[src/rtl/lsu_ctrl.sv]
// lsu_ctrl: byte/half/word load-store controller in front of a word-addressed data_mem.
// Define LSU_PERF_CNT_EN to add the cnt_load/cnt_store/cnt_err performance counters.
module lsu_ctrl #(
  parameter int DATA_WIDTH = 32,
  parameter int MEM_SIZE   = 32,
  parameter int MEM_ADDR_W = 5
) (
  input  logic                  clk,
  input  logic                  reset,
  input  logic                  req_valid,
  output logic                  req_ready,
  input  logic                  req_is_store,
  input  logic [1:0]            req_size,
  input  logic                  req_unsigned,
  input  logic [31:0]           req_addr,
  input  logic [DATA_WIDTH-1:0] req_wdata,
  output logic                  resp_valid,
  input  logic                  resp_ready,
  output logic [DATA_WIDTH-1:0] resp_rdata,
  output logic                  resp_err,
  output logic [MEM_ADDR_W-1:0] mem_addr,
  output logic                  mem_rd_en,
  output logic                  mem_wr_en,
  output logic [DATA_WIDTH-1:0] mem_wr_data,
  input  logic [DATA_WIDTH-1:0] mem_ld_data
`ifdef LSU_PERF_CNT_EN
  ,
  output logic [31:0]           cnt_load,
  output logic [31:0]           cnt_store,
  output logic [31:0]           cnt_err
`endif
);

  // IDLE wait for request | LD read+extend | RMW read+merge | WR single write | RESP hold response
  localparam logic [2:0] S_IDLE = 3'd0;
  localparam logic [2:0] S_LD   = 3'd1;
  localparam logic [2:0] S_RMW  = 3'd2;
  localparam logic [2:0] S_WR   = 3'd3;
  localparam logic [2:0] S_RESP = 3'd4;

  logic [2:0]            state_q, state_d;
  logic [1:0]            size_q, size_d;
  logic                  unsigned_q, unsigned_d;
  logic [1:0]            addr_lo_q, addr_lo_d;
  logic [15:0]           wdata_lo_q, wdata_lo_d;
  logic                  err_q, err_d;
  logic [DATA_WIDTH-1:0] rdata_q, rdata_d;
  logic [DATA_WIDTH-1:0] wr_word_q, wr_word_d;
  logic [MEM_ADDR_W-1:0] mem_addr_q, mem_addr_d;
  logic                  accept;
  logic                  req_err;
  logic [7:0]            ld_byte;
  logic [15:0]           ld_half;

  assign accept = req_valid && (state_q == S_IDLE);

  always_comb begin
    req_err = 1'b0;
    if (req_size == 2'b11) req_err = 1'b1;
    if (req_size == 2'b01 && req_addr[0]) req_err = 1'b1;
    if (req_size == 2'b10 && req_addr[1:0] != 2'b00) req_err = 1'b1;
    if ({2'b00, req_addr[31:2]} >= 32'(MEM_SIZE)) req_err = 1'b1;
  end

  assign ld_byte = mem_ld_data[{addr_lo_q, 3'b000} +: 8];
  assign ld_half = mem_ld_data[{addr_lo_q[1], 4'b0000} +: 16];

  always_comb begin
    state_d    = state_q;
    size_d     = size_q;
    unsigned_d = unsigned_q;
    addr_lo_d  = addr_lo_q;
    wdata_lo_d = wdata_lo_q;
    err_d      = err_q;
    rdata_d    = rdata_q;
    wr_word_d  = wr_word_q;
    mem_addr_d = mem_addr_q;
    case (state_q)
      S_IDLE: begin
        if (accept) begin
          size_d     = req_size;
          unsigned_d = req_unsigned;
          addr_lo_d  = req_addr[1:0];
          wdata_lo_d = req_wdata[15:0];
          err_d      = req_err;
          rdata_d    = '0;
          if (req_err) begin
            state_d = S_RESP;
          end else begin
            mem_addr_d = req_addr[MEM_ADDR_W+1:2];
            if (!req_is_store) begin
              state_d = S_LD;
            end else if (req_size == 2'b10) begin
              wr_word_d = req_wdata;
              state_d   = S_WR;
            end else begin
              state_d = S_RMW;
            end
          end
        end
      end
      S_LD: begin
        case (size_q)
          2'b00:   rdata_d = unsigned_q ? {24'h0, ld_byte} : {{24{ld_byte[7]}}, ld_byte};
          2'b01:   rdata_d = unsigned_q ? {16'h0, ld_half} : {{16{ld_half[15]}}, ld_half};
          default: rdata_d = mem_ld_data;
        endcase
        state_d = S_RESP;
      end
      S_RMW: begin
        wr_word_d = mem_ld_data;
        if (size_q == 2'b00) wr_word_d[{addr_lo_q, 3'b000} +: 8] = wdata_lo_q[7:0];
        else                 wr_word_d[{addr_lo_q[1], 4'b0000} +: 16] = wdata_lo_q;
        state_d = S_WR;
      end
      S_WR: begin
        state_d = S_RESP;
      end
      S_RESP: begin
        if (resp_ready) state_d = S_IDLE;
      end
      default: state_d = S_IDLE;
    endcase
  end

  always_ff @(posedge clk or posedge reset) begin
    if (reset) begin
      state_q    <= S_IDLE;
      size_q     <= 2'b00;
      unsigned_q <= 1'b0;
      addr_lo_q  <= 2'b00;
      wdata_lo_q <= '0;
      err_q      <= 1'b0;
      rdata_q    <= '0;
      wr_word_q  <= '0;
      mem_addr_q <= '0;
    end else begin
      state_q    <= state_d;
      size_q     <= size_d;
      unsigned_q <= unsigned_d;
      addr_lo_q  <= addr_lo_d;
      wdata_lo_q <= wdata_lo_d;
      err_q      <= err_d;
      rdata_q    <= rdata_d;
      wr_word_q  <= wr_word_d;
      mem_addr_q <= mem_addr_d;
    end
  end

  // All strobes decode straight from the state flop, so reset kills a WR before any edge sees it.
  assign req_ready   = (state_q == S_IDLE);
  assign resp_valid  = (state_q == S_RESP);
  assign resp_rdata  = resp_valid ? rdata_q : '0;
  assign resp_err    = resp_valid && err_q;
  assign mem_addr    = mem_addr_q;
  assign mem_rd_en   = (state_q == S_LD) || (state_q == S_RMW);
  assign mem_wr_en   = (state_q == S_WR);
  assign mem_wr_data = mem_wr_en ? wr_word_q : '0;

`ifdef LSU_PERF_CNT_EN
  logic        is_store_q, is_store_d;
  logic [31:0] cnt_load_q, cnt_load_d;
  logic [31:0] cnt_store_q, cnt_store_d;
  logic [31:0] cnt_err_q, cnt_err_d;

  always_comb begin
    is_store_d  = is_store_q;
    cnt_load_d  = cnt_load_q;
    cnt_store_d = cnt_store_q;
    cnt_err_d   = cnt_err_q;
    if (accept) is_store_d = req_is_store;
    if (resp_valid && resp_ready) begin
      if (err_q)           cnt_err_d   = cnt_err_q + 32'd1;
      else if (is_store_q) cnt_store_d = cnt_store_q + 32'd1;
      else                 cnt_load_d  = cnt_load_q + 32'd1;
    end
  end

  always_ff @(posedge clk or posedge reset) begin
    if (reset) begin
      is_store_q  <= 1'b0;
      cnt_load_q  <= '0;
      cnt_store_q <= '0;
      cnt_err_q   <= '0;
    end else begin
      is_store_q  <= is_store_d;
      cnt_load_q  <= cnt_load_d;
      cnt_store_q <= cnt_store_d;
      cnt_err_q   <= cnt_err_d;
    end
  end

  assign cnt_load  = cnt_load_q;
  assign cnt_store = cnt_store_q;
  assign cnt_err   = cnt_err_q;
`endif

endmodule
[config.mk]
export PLATFORM = sky130hd
export DESIGN_NAME = lsu_ctrl
export DESIGN_NICKNAME = d
export VERILOG_FILES = /design/src/rtl/lsu_ctrl.sv
export SDC_FILE = /design/constraint.sdc
export NUM_CORES = 1
export LEC_CHECK = 0
export ABC_AREA = 1
export CAP_MARGIN = 10
export CORE_MARGIN = 2
export CORE_UTILIZATION = 40
export CTS_BUF_LIST = sky130_fd_sc_hd__clkbuf_8
export DETAILED_ROUTE_END_ITERATION = 8
export PLACE_DENSITY = 0.68
export SYNTH_ARGS = -nofsm -noshare
export SYNTH_HDL_FRONTEND = slang
export SYNTH_SLANG_ARGS = --single-unit
[constraint.sdc]
create_clock -name clk -period 6.3 [get_ports clk]
set_input_delay 0.63 -clock clk [delete_from_list [all_inputs] [get_ports clk]]
set_output_delay 0.63 -clock clk [all_outputs]
set_load 0.05 [all_outputs]
==> results.json, run 1 <==
{
  "drt_iter0_drc": 587,
  "ctsResizeCount": 0,
  "post-route-min-period_ns": 3.727,
  "hp-class": "flip-flop to flip-flop",
  "syn_nets": 1137,
  "skew_ns": 0.01911,
  "tightest_slew_ns": 1.177,
  "drc": 0,
  "grtUsageTotal_pct": 24.00,
  "avgSynthCellArea_um2": 6.291,
  "dieArea_mm2": 0.01720,
  "synth_top_cell_by_area": "dfrtp_1",
  "start_kind": "flip-flop",
  "routed_wl_um": 20590,
  "die_h_um": 131.2,
  "synth_area_leaders": "dfrtp_1 (36%), nand2_1 (18%), inv_1 (8.0%), o21ai_0 (7.8%), nand3_1 (6.8%)",
  "dieWidth_um": 131.2,
  "cts-root-buf": "clkbuf_8",
  "rows": 46,
  "antenna_left": 0,
  "rrSetupSlack_ns": 3.14,
  "pwr_density_cell_mw_per_mm2": 312.5,
  "insertion_delay_ns": 0.41,
  "max_freq_ghz": 0.2683,
  "fin_nets": 1273,
  "antenna_found_initial": 0,
  "synth.top_cell.area_share_pct": 36.37,
  "grt_pass1_wl_um": 33260,
  "status": "complete, no violations",
  "drt-pass1-iter-count": 5,
  "worstPathMaxFanout": 27,
  "worstPathArrival_ns": 3.10,
  "synthCells": 1028,
  "tritoncts": "done",
  "place.gp.congestion": 0.9195,
  "power_leakage_uw": 0.003874,
  "fin_crit_sh_pct": 59.16,
  "ys_ff_latch": 94,
  "pin_count": 178,
  "gr-total-overflow": 0,
  "maxSlewViolCount": 0,
  "start_util_pct": 40.86,
  "core_mm2": 0.01583,
  "ys_seq_area_share_pct": 36.37,
  "drive_gt1_share_pct": 3.336,
  "ys_types": 29,
  "n_antenna_cell": 0,
  "grt_max_degree": 77,
  "slew_headroom_pct": 21.31,
  "layout_commonest_cell": "nand2_1",
  "cts_sinks": 94,
  "worstPathRequired_ns": 5.67,
  "cts_buffer_depth": 2,
  "finalPower_uw": 2645,
  "setup_tns_ns": 0,
  "worstSetupPathType": "flip-flop to output port",
  "numCtsBuffers": 9,
  "grt_pass1_vias": 6464,
  "cts_setup_buffers": 0,
  "maxCapViolCount": 0,
  "cts_max_level": 3,
  "area_growth_pct": 30.84,
  "endpoint_kind": "output port",
  "setup_viol": 0,
  "final_cell_mix": "nand2_1 (316), clkdlybuf4s50_1 (177), inv_1 (136), nor2_1 (107), o21ai_0 (101)",
  "io_buffer_count": 177,
  "viasPerCell": 5.023,
  "clk_pin_slew_worst_paths_ns": 0.11,
  "routedWlPerCell_um": 14.87,
  "cts-hold-fix-buffers": 0,
  "hold_violations": 0,
  "via_count": 6957,
  "ys.warnings.count": 0,
  "rsz0062_at_grt": "no",
  "hpwl_um": 15420,
  "peakVddDrop_uv": 315.7,
  "synth_area_mm2": 0.006467
}
path summary, 6_finish.rpt:
kind,to,cells past startpoint,from
hold / removal,wr_word_q[20],2,wr_word_q[20]
setup / recovery,mem_rd_en,6,state_q[2]
hold reg to reg,wr_word_q[20],2,wr_word_q[20]
setup reg to reg,wr_word_q[25],7,state_q[2]
max in group asynchronous,addr_lo_q[1],3,reset
min in group asynchronous,rdata_q[29],2,reset
synthesized netlist by cell type (all sizes together):
cell,instances
nand4,8
nor3,1
a22o,1
nand2,321
o21ai,115
clkinv,1
o211ai,16
clkbuf,33
or2,1
nand3,89
nor2,111
and2,8
buf,23
inv,141
nand3b,1
ha,5
o21a,7
dfrtp,94
a21oi,52
sequential cells by signal, indices dropped and copies added (netlist names):
| name | cells |
|---|---|
| rdata_q | 32 |
| wr_word_q | 32 |
| wdata_lo_q | 16 |
| mem_addr | 5 |
| state_q | 3 |
| addr_lo_q | 2 |
| size_q | 2 |
| err_q | 1 |
| unsigned_q | 1 |
area by class of cell:
| class | instances | area, um^2 |
|---|---|---|
| Fill cell | 1658 | 7366 |
| Multi-Input combinational cell | 736 | 3328 |
| Sequential cell | 94 | 2354 |
| Timing Repair Buffer | 181 | 1802 |
| Inverter | 142 | 534.3 |
| Tap cell | 216 | 270.3 |
| Clock buffer | 9 | 123.9 |
| Clock inverter | 7 | 50.05 |
power breakdown:
part           leakage [uW]  internal (uW)  switching (uW)
logic               0.00256            426             932
registers           0.00123            771             135
clock network     0.0000816            144             237
total               0.00387           1340            1300
layer usage:
metal	wire, um	GRT usage [%]	vias to the layer above	part of all wire, %
li1	-	-	3502	-
met1	8967	31.44	3177	44
met2	9668	39.09	245	47
met3	1459	5.903	33	7.1
met4	496	7.729	0	2.4
met5	0	0	-	0
kinds of logic after synthesis:
kind of cell | count (synthesis) | synth area share [%]
AO/OA/AOI/OAI | 191 | 15.90
adder cells (fa/ha/maj) | 5 | 0.9673
buffers and inverters | 198 | 12.27
flip-flops | 94 | 36.37
AND/OR/NAND/NOR | 540 | 34.49
worst max-delay path: stages, from the launching register on:
cell	delay (ns)
dfrtp_1	0.43
inv_1	0.11
nand2_1	0.11
nor2_2	0.76
inv_1	0.32
nand2_1	0.17
clkdlybuf4s50_1	0.81
per-stage QoR:
stage	cell area [um^2]	setup slack (ns)	instances	hold WS (ns)	utilization [%]
5_1_grt	8462	2.350	1385	0.5024	53.46
3_3_place_gp	8288	3.086	1369	0.4554	52.36
4_1_cts	8462	2.593	1385	0.4851	53.46
6_report	8462	2.573	1385	0.4803	53.46
3_5_place_dp	8288	3.038	1369	0.4607	52.36
2_1_floorplan	6467	3.221	1028	0.4419	-
Power figures use the tool's default switching activity.
==> inputs of run 2 (changes only) <==
Settings changed: PLACE_DENSITY 0.68 to 0.71.
Clock period 6.3 ns to 3.1 ns, I/O delays scaled along.
==> results.json, run 2 (synthesized netlist as in run 1, its figures left out) <==
{
  "status": "complete, no violations",
  "peakVddDrop_uv": 417.8,
  "wl_met1_um": 9035,
  "slew_headroom_pct": 46.39,
  "fin_crit_sh_pct": 95.77,
  "skew_ns": 0.01041,
  "power_leakage_uw": 0.004009,
  "n_antenna_cell": 0,
  "gr-total-overflow": 0,
  "fin_ws_ns": 0.1312,
  "hpwl_um": 15150,
  "seq_area_mm2": 0.002354,
  "pwr_density_cell_mw_per_mm2": 639.6,
  "met3_length_um": 1264,
  "drc": 0,
  "tritoncts": "done",
  "endpoint_kind": "output port",
  "slowest_stage": "clkdlybuf4s50_1",
  "setup_tns_ns": 0,
  "worstPathRequired_ns": 2.79,
  "cts-root-buf": "clkbuf_8",
  "tightest_slew_ns": 0.8033,
  "fin_nets": 1284,
  "drive_gt1_share_pct": 5.169,
  "insertion_delay_ns": 0.38,
  "routedWlPerCell_um": 14.65,
  "drt-pass1-iter-count": 5,
  "start_kind": "flip-flop",
  "via_count": 6991,
  "clk_pin_slew_worst_paths_ns": 0.09,
  "cts_sinks": 94,
  "cts_buffer_depth": 2,
  "post-route-min-period_ns": 2.969,
  "nFillCells": 1573,
  "core_mm2": 0.01583,
  "slowest_delay_ns": 0.80,
  "multi_input_area_mm2": 0.003331,
  "antenna_left": 0,
  "place_area_mm2": 0.008320,
  "dieArea_mm2": 0.01720,
  "r2r_end": "wr_word_q[14]",
  "largestRegisters": "rdata_q (32), wr_word_q (32), wdata_lo_q (16)",
  "cts-hold-fix-buffers": 0,
  "switching_share_pct": 47.46,
  "p_clk_share_pct": 15.5,
  "antenna_found_initial": 1,
  "start_util_pct": 40.86,
  "io_buffer_count": 177,
  "worstPathArrival_ns": 2.66,
  "sequentialPowerShare_pct": 33.6,
  "layout_commonest_cell": "nand2_1",
  "grt_max_degree": 75,
  "grt_pass1_wl_um": 32410,
  "area_growth_pct": 32.29,
  "worstPathMaxFanout": 16,
  "hp-class": "input port to async pin",
  "numCtsBuffers": 9,
  "setup_viol": 0,
  "crit_buf_inv": 4,
  "rows": 46,
  "grt_pass1_vias": 6422,
  "routed_wl_um": 20450,
  "grtUsageTotal_pct": 23.20,
  "viasPerCell": 5.008,
  "finish.instance_area_mm2": 0.008556,
  "critical-path-top-delay-family": "buffers and inverters",
  "final_core_util_pct": 54.06,
  "dpl_worst_slack_ns": 0.5255,
  "maxSlewViolCount": 0,
  "dieWidth_um": 131.2,
  "max_freq_ghz": 0.3368,
  "reg2reg_depth": 11,
  "place.gp.congestion": 0.9121,
  "internal_power_uw": 2875,
  "hold_violations": 0,
  "drt_iter0_drc": 642,
  "pin_count": 178,
  "die_h_um": 131.2,
  "pwr-share-comb_pct": 51.0,
  "final_cell_mix": "nand2_1 (316), clkdlybuf4s50_1 (164), inv_1 (137), nor2_1 (106), o21ai_0 (101)",
  "topRoutingLayerUsed": "met5",
  "critPathLaunch": "state_q[2]",
  "cts_max_level": 3,
  "p_switching_uw": 2597,
  "worstSetupPathType": "flip-flop to output port",
  "path_cells": "inv_1 > nand2_1 > nor2_2 > clkinvlp_4 > buf_4 > nor2_1 > clkdlybuf4s50_1",
  "wl_met2_um": 9850,
  "maxCapViolCount": 0,
  "finalPower_uw": 5472,
  "rrSetupSlack_ns": 0.80,
  "regToRegStartpoint": "addr_lo_q[0]"
}
run 2: area by class of cell:
type	count	share of cell area (%)
Multi-Input combinational cell	736	38.93
Sequential cell	94	27.51
Timing Repair Buffer	191	21.67
Inverter	142	6.288
Tap cell	216	3.159
Clock buffer	11	1.770
Clock inverter	5	0.5850
Timing Repair inverter	1	0.08774
run 2: worst max-delay path by stage:
stage	end	slack (ns)	cells after the start
finish	mem_wr_data[29]	0.13	7
global route	mem_wr_data[26]	-0.006	7
global placement	mem_wr_data[28]	0.63	6
detailed placement	mem_wr_data[30]	0.53	6
floorplan	addr_lo_q[0]	0.34	1
CTS	mem_wr_data[30]	0.12	6
run 2: power groups by stage:
stage	logic [uW]	registers, uW	clock network (uW)
2_1_floorplan	2140	1760	0
3_3_place_gp	2700	1850	0
3_5_place_dp	2740	1850	0
4_1_cts	2750	1830	861
5_1_grt	3150	1880	921
6_report	2790	1840	846
run 2: what timing repair did:
item	in CTS	in global routing
setup buffers	0	2
endpoints found under the setup margin	0	32
resized for setup	0	5
run 2: stage by stage:
stage,hold slack [ns],cells
after floorplan,0.4270,1028
after global placement,0.4587,1377
after detailed placement,0.4617,1377
after CTS,0.3920,1393
after global routing,0.4212,1396
final,0.3788,1396
run 2: tightest hold or removal path, stage by stage:
cell             delay (ns)
clkdlybuf4s50_1        0.42
clkinv_2               0.05
buf_4                  0.43
run 2: routing by layer:
layer  track usage, %  vias up
li1                 -     3513
met1            29.96     3226
met2            39.24      228
met3            5.517       22
met4            5.857        2
met5                0        -
==> inputs of run 3 (changes only) <==
==> constraint.sdc (replaced) <==
create_clock -name clk -period 3.1 [get_ports clk]
set_input_delay 0.465 -clock clk [delete_from_list [all_inputs] [get_ports clk]]
set_output_delay 0.465 -clock clk [all_outputs]
set_load 0.05 [all_outputs]
==> results.json, run 3 (synthesized netlist as in run 1, its figures left out) <==
{
  "start_util_pct": 40.86,
  "insertion_delay_ns": 0.39,
  "pwr_density_cell_mw_per_mm2": 636.2,
  "layout_commonest_cell": "nand2_1",
  "drc": 0,
  "path_cells": "inv_1 > nand2_1 > nor2_2 > clkinvlp_4 > nor2_1 > dlygate4sd2_1",
  "setup_tns_ns": 0,
  "via_count": 6989,
  "hp-class": "flip-flop to flip-flop",
  "dieArea_mm2": 0.01720,
  "fin_crit_sh_pct": 94.78,
  "skew_ns": 0.01290,
  "grt_max_degree": 75,
  "whs_endpoint": "wr_word_q[8]",
  "endpoint_kind": "output port",
  "grtUsageTotal_pct": 23.59,
  "numCtsBuffers": 9,
  "largestRegisters": "rdata_q (32), wr_word_q (32), wdata_lo_q (16)",
  "place_inst": 1378,
  "r2r_end": "wr_word_q[29]",
  "status": "complete, no violations",
  "antenna_left": 0,
  "final_cell_mix": "nand2_1 (316), inv_1 (136), clkdlybuf4s50_1 (111), nor2_1 (106), o21ai_0 (101)",
  "die_h_um": 131.2,
  "worstPathArrival_ns": 2.47,
  "antenna_found_initial": 1,
  "maxCapViolCount": 0,
  "regToRegStartpoint": "addr_lo_q[0]",
  "grt_pass1_vias": 6487,
  "max_freq_ghz": 0.3403,
  "maxSlewViolCount": 0,
  "cts_sinks": 94,
  "slowest_stage": "dlygate4sd2_1",
  "hold_violations": 0,
  "worstPathRequired_ns": 2.63,
  "cts-hold-fix-buffers": 0,
  "reg2reg_depth": 10,
  "core_mm2": 0.01583,
  "grt_pass1_wl_um": 32630,
  "power_leakage_uw": 0.004281,
  "min_from": "wr_word_q[8]",
  "worstSetupPathType": "flip-flop to output port",
  "start_kind": "flip-flop",
  "drive_gt1_share_pct": 8.475,
  "tightest_slew_ns": 0.8268,
  "area_growth_pct": 30.76,
  "rows": 46,
  "hpwl_um": 15450,
  "rrSetupSlack_ns": 0.81,
  "place.gp.congestion": 0.9323,
  "crit_buf_inv": 3,
  "setup_viol": 0,
  "nFillCells": 1641,
  "drt-pass1-iter-count": 5,
  "finalPower_uw": 5380,
  "peakVddDrop_uv": 375.0,
  "post-route-min-period_ns": 2.938,
  "critPathLaunch": "state_q[2]",
  "critical-path-top-delay-family": "buffers and inverters",
  "gr-total-overflow": 0,
  "dieWidth_um": 131.2,
  "rsz0062_at_grt": "no",
  "routed_wl_um": 20660,
  "cts_buffer_depth": 2,
  "whs_path_depth": 2,
  "clk_pin_slew_worst_paths_ns": 0.10,
  "tritoncts": "done",
  "drt_iter0_drc": 521,
  "cts_max_level": 3,
  "fin_nets": 1284,
  "io_buffer_count": 177,
  "worstPathMaxFanout": 13,
  "viasPerCell": 5.006,
  "n_antenna_cell": 0,
  "fin_cells": 1396,
  "pin_count": 178,
  "cts-root-buf": "clkbuf_8",
  "slowest_delay_ns": 0.54,
  "slew_headroom_pct": 44.88,
  "routedWlPerCell_um": 14.80,
  "hold_slack_ns": 0.4798
}
[run 3: changes by cell type in the layout (fill, tap and decap cells not counted), sizes merged, moves of 2 or more]
cell and delta:
buf +38, clkbuf -2, clkdlybuf4s50 -53, clkinv +3, dlygate4sd2 +5, dlymetal6s2s +10
[run 3: worst register-to-register path, stage by stage, from the launching register on]
cell	delay, ns
dfrtp_1	0.43
inv_1	0.26
ha_1	0.41
inv_1	0.25
nand2_1	0.11
nor2_1	0.23
nand2_1	0.08
and2_0	0.16
o21ai_1	0.12
nand3_1	0.09
nand2_1	0.08
[run 3: through the flow]
| step | utilization [%] | area (um^2) | setup slack, ns |
|---|---|---|---|
| 3_3_place_gp | 52.09 | 8245 | 0.5204 |
| 5_1_grt | 53.43 | 8457 | 0.01476 |
| 6_report | 53.43 | 8457 | 0.1618 |
| 2_1_floorplan | - | 6467 | 0.1863 |
| 3_5_place_dp | 52.09 | 8245 | 0.4187 |
| 4_1_cts | 53.11 | 8406 | 0.004180 |
[run 3: worst max-delay path by stage]
stage / end / slack [ns] / cells past startpoint
after detailed placement: mem_wr_data[30] / 0.42 / 6
after floorplan: addr_lo_q[0] / 0.19 / 1
after global placement: mem_wr_data[19] / 0.52 / 6
after CTS: mem_wr_data[18] / 0.004 / 6
after global routing: mem_wr_data[9] / 0.01 / 6
final: mem_wr_data[10] / 0.16 / 6
[run 3: cell type report]
type	count	area, um^2	area share [%]
timing repair inverter	1	7.507	0.08877
timing repair buffer	191	1790	21.17
inverter	142	538.0	6.362
clock buffer	9	123.9	1.465
sequential	94	2354	27.83
multi-input combinational	736	3331	39.38
clock inverter	7	42.54	0.5030
tap	216	270.3	3.196
[run 3: repair_timing]
action	4_1_cts	5_1_grt
gates cloned	0	1
setup buffers	0	1
resized for setup	5	15
setup endpoints to repair	5	12
[run 3: metal layers]
| layer | vias up | share of wire (%) | global-route usage, % |
|---|---|---|---|
| met5 | - | 0.048 | 0 |
| met4 | 2 | 3.1 | 10.21 |
| met3 | 38 | 6.0 | 4.514 |
| met2 | 227 | 46 | 38.13 |
| met1 | 3204 | 45 | 30.90 |
| li1 | 3518 | - | - |
[run 3: power by group]
part	total (uW)	internal, uW	switching (uW)
Clock	748	286	462
Combinational	2790	901	1890
Sequential	1850	1570	280
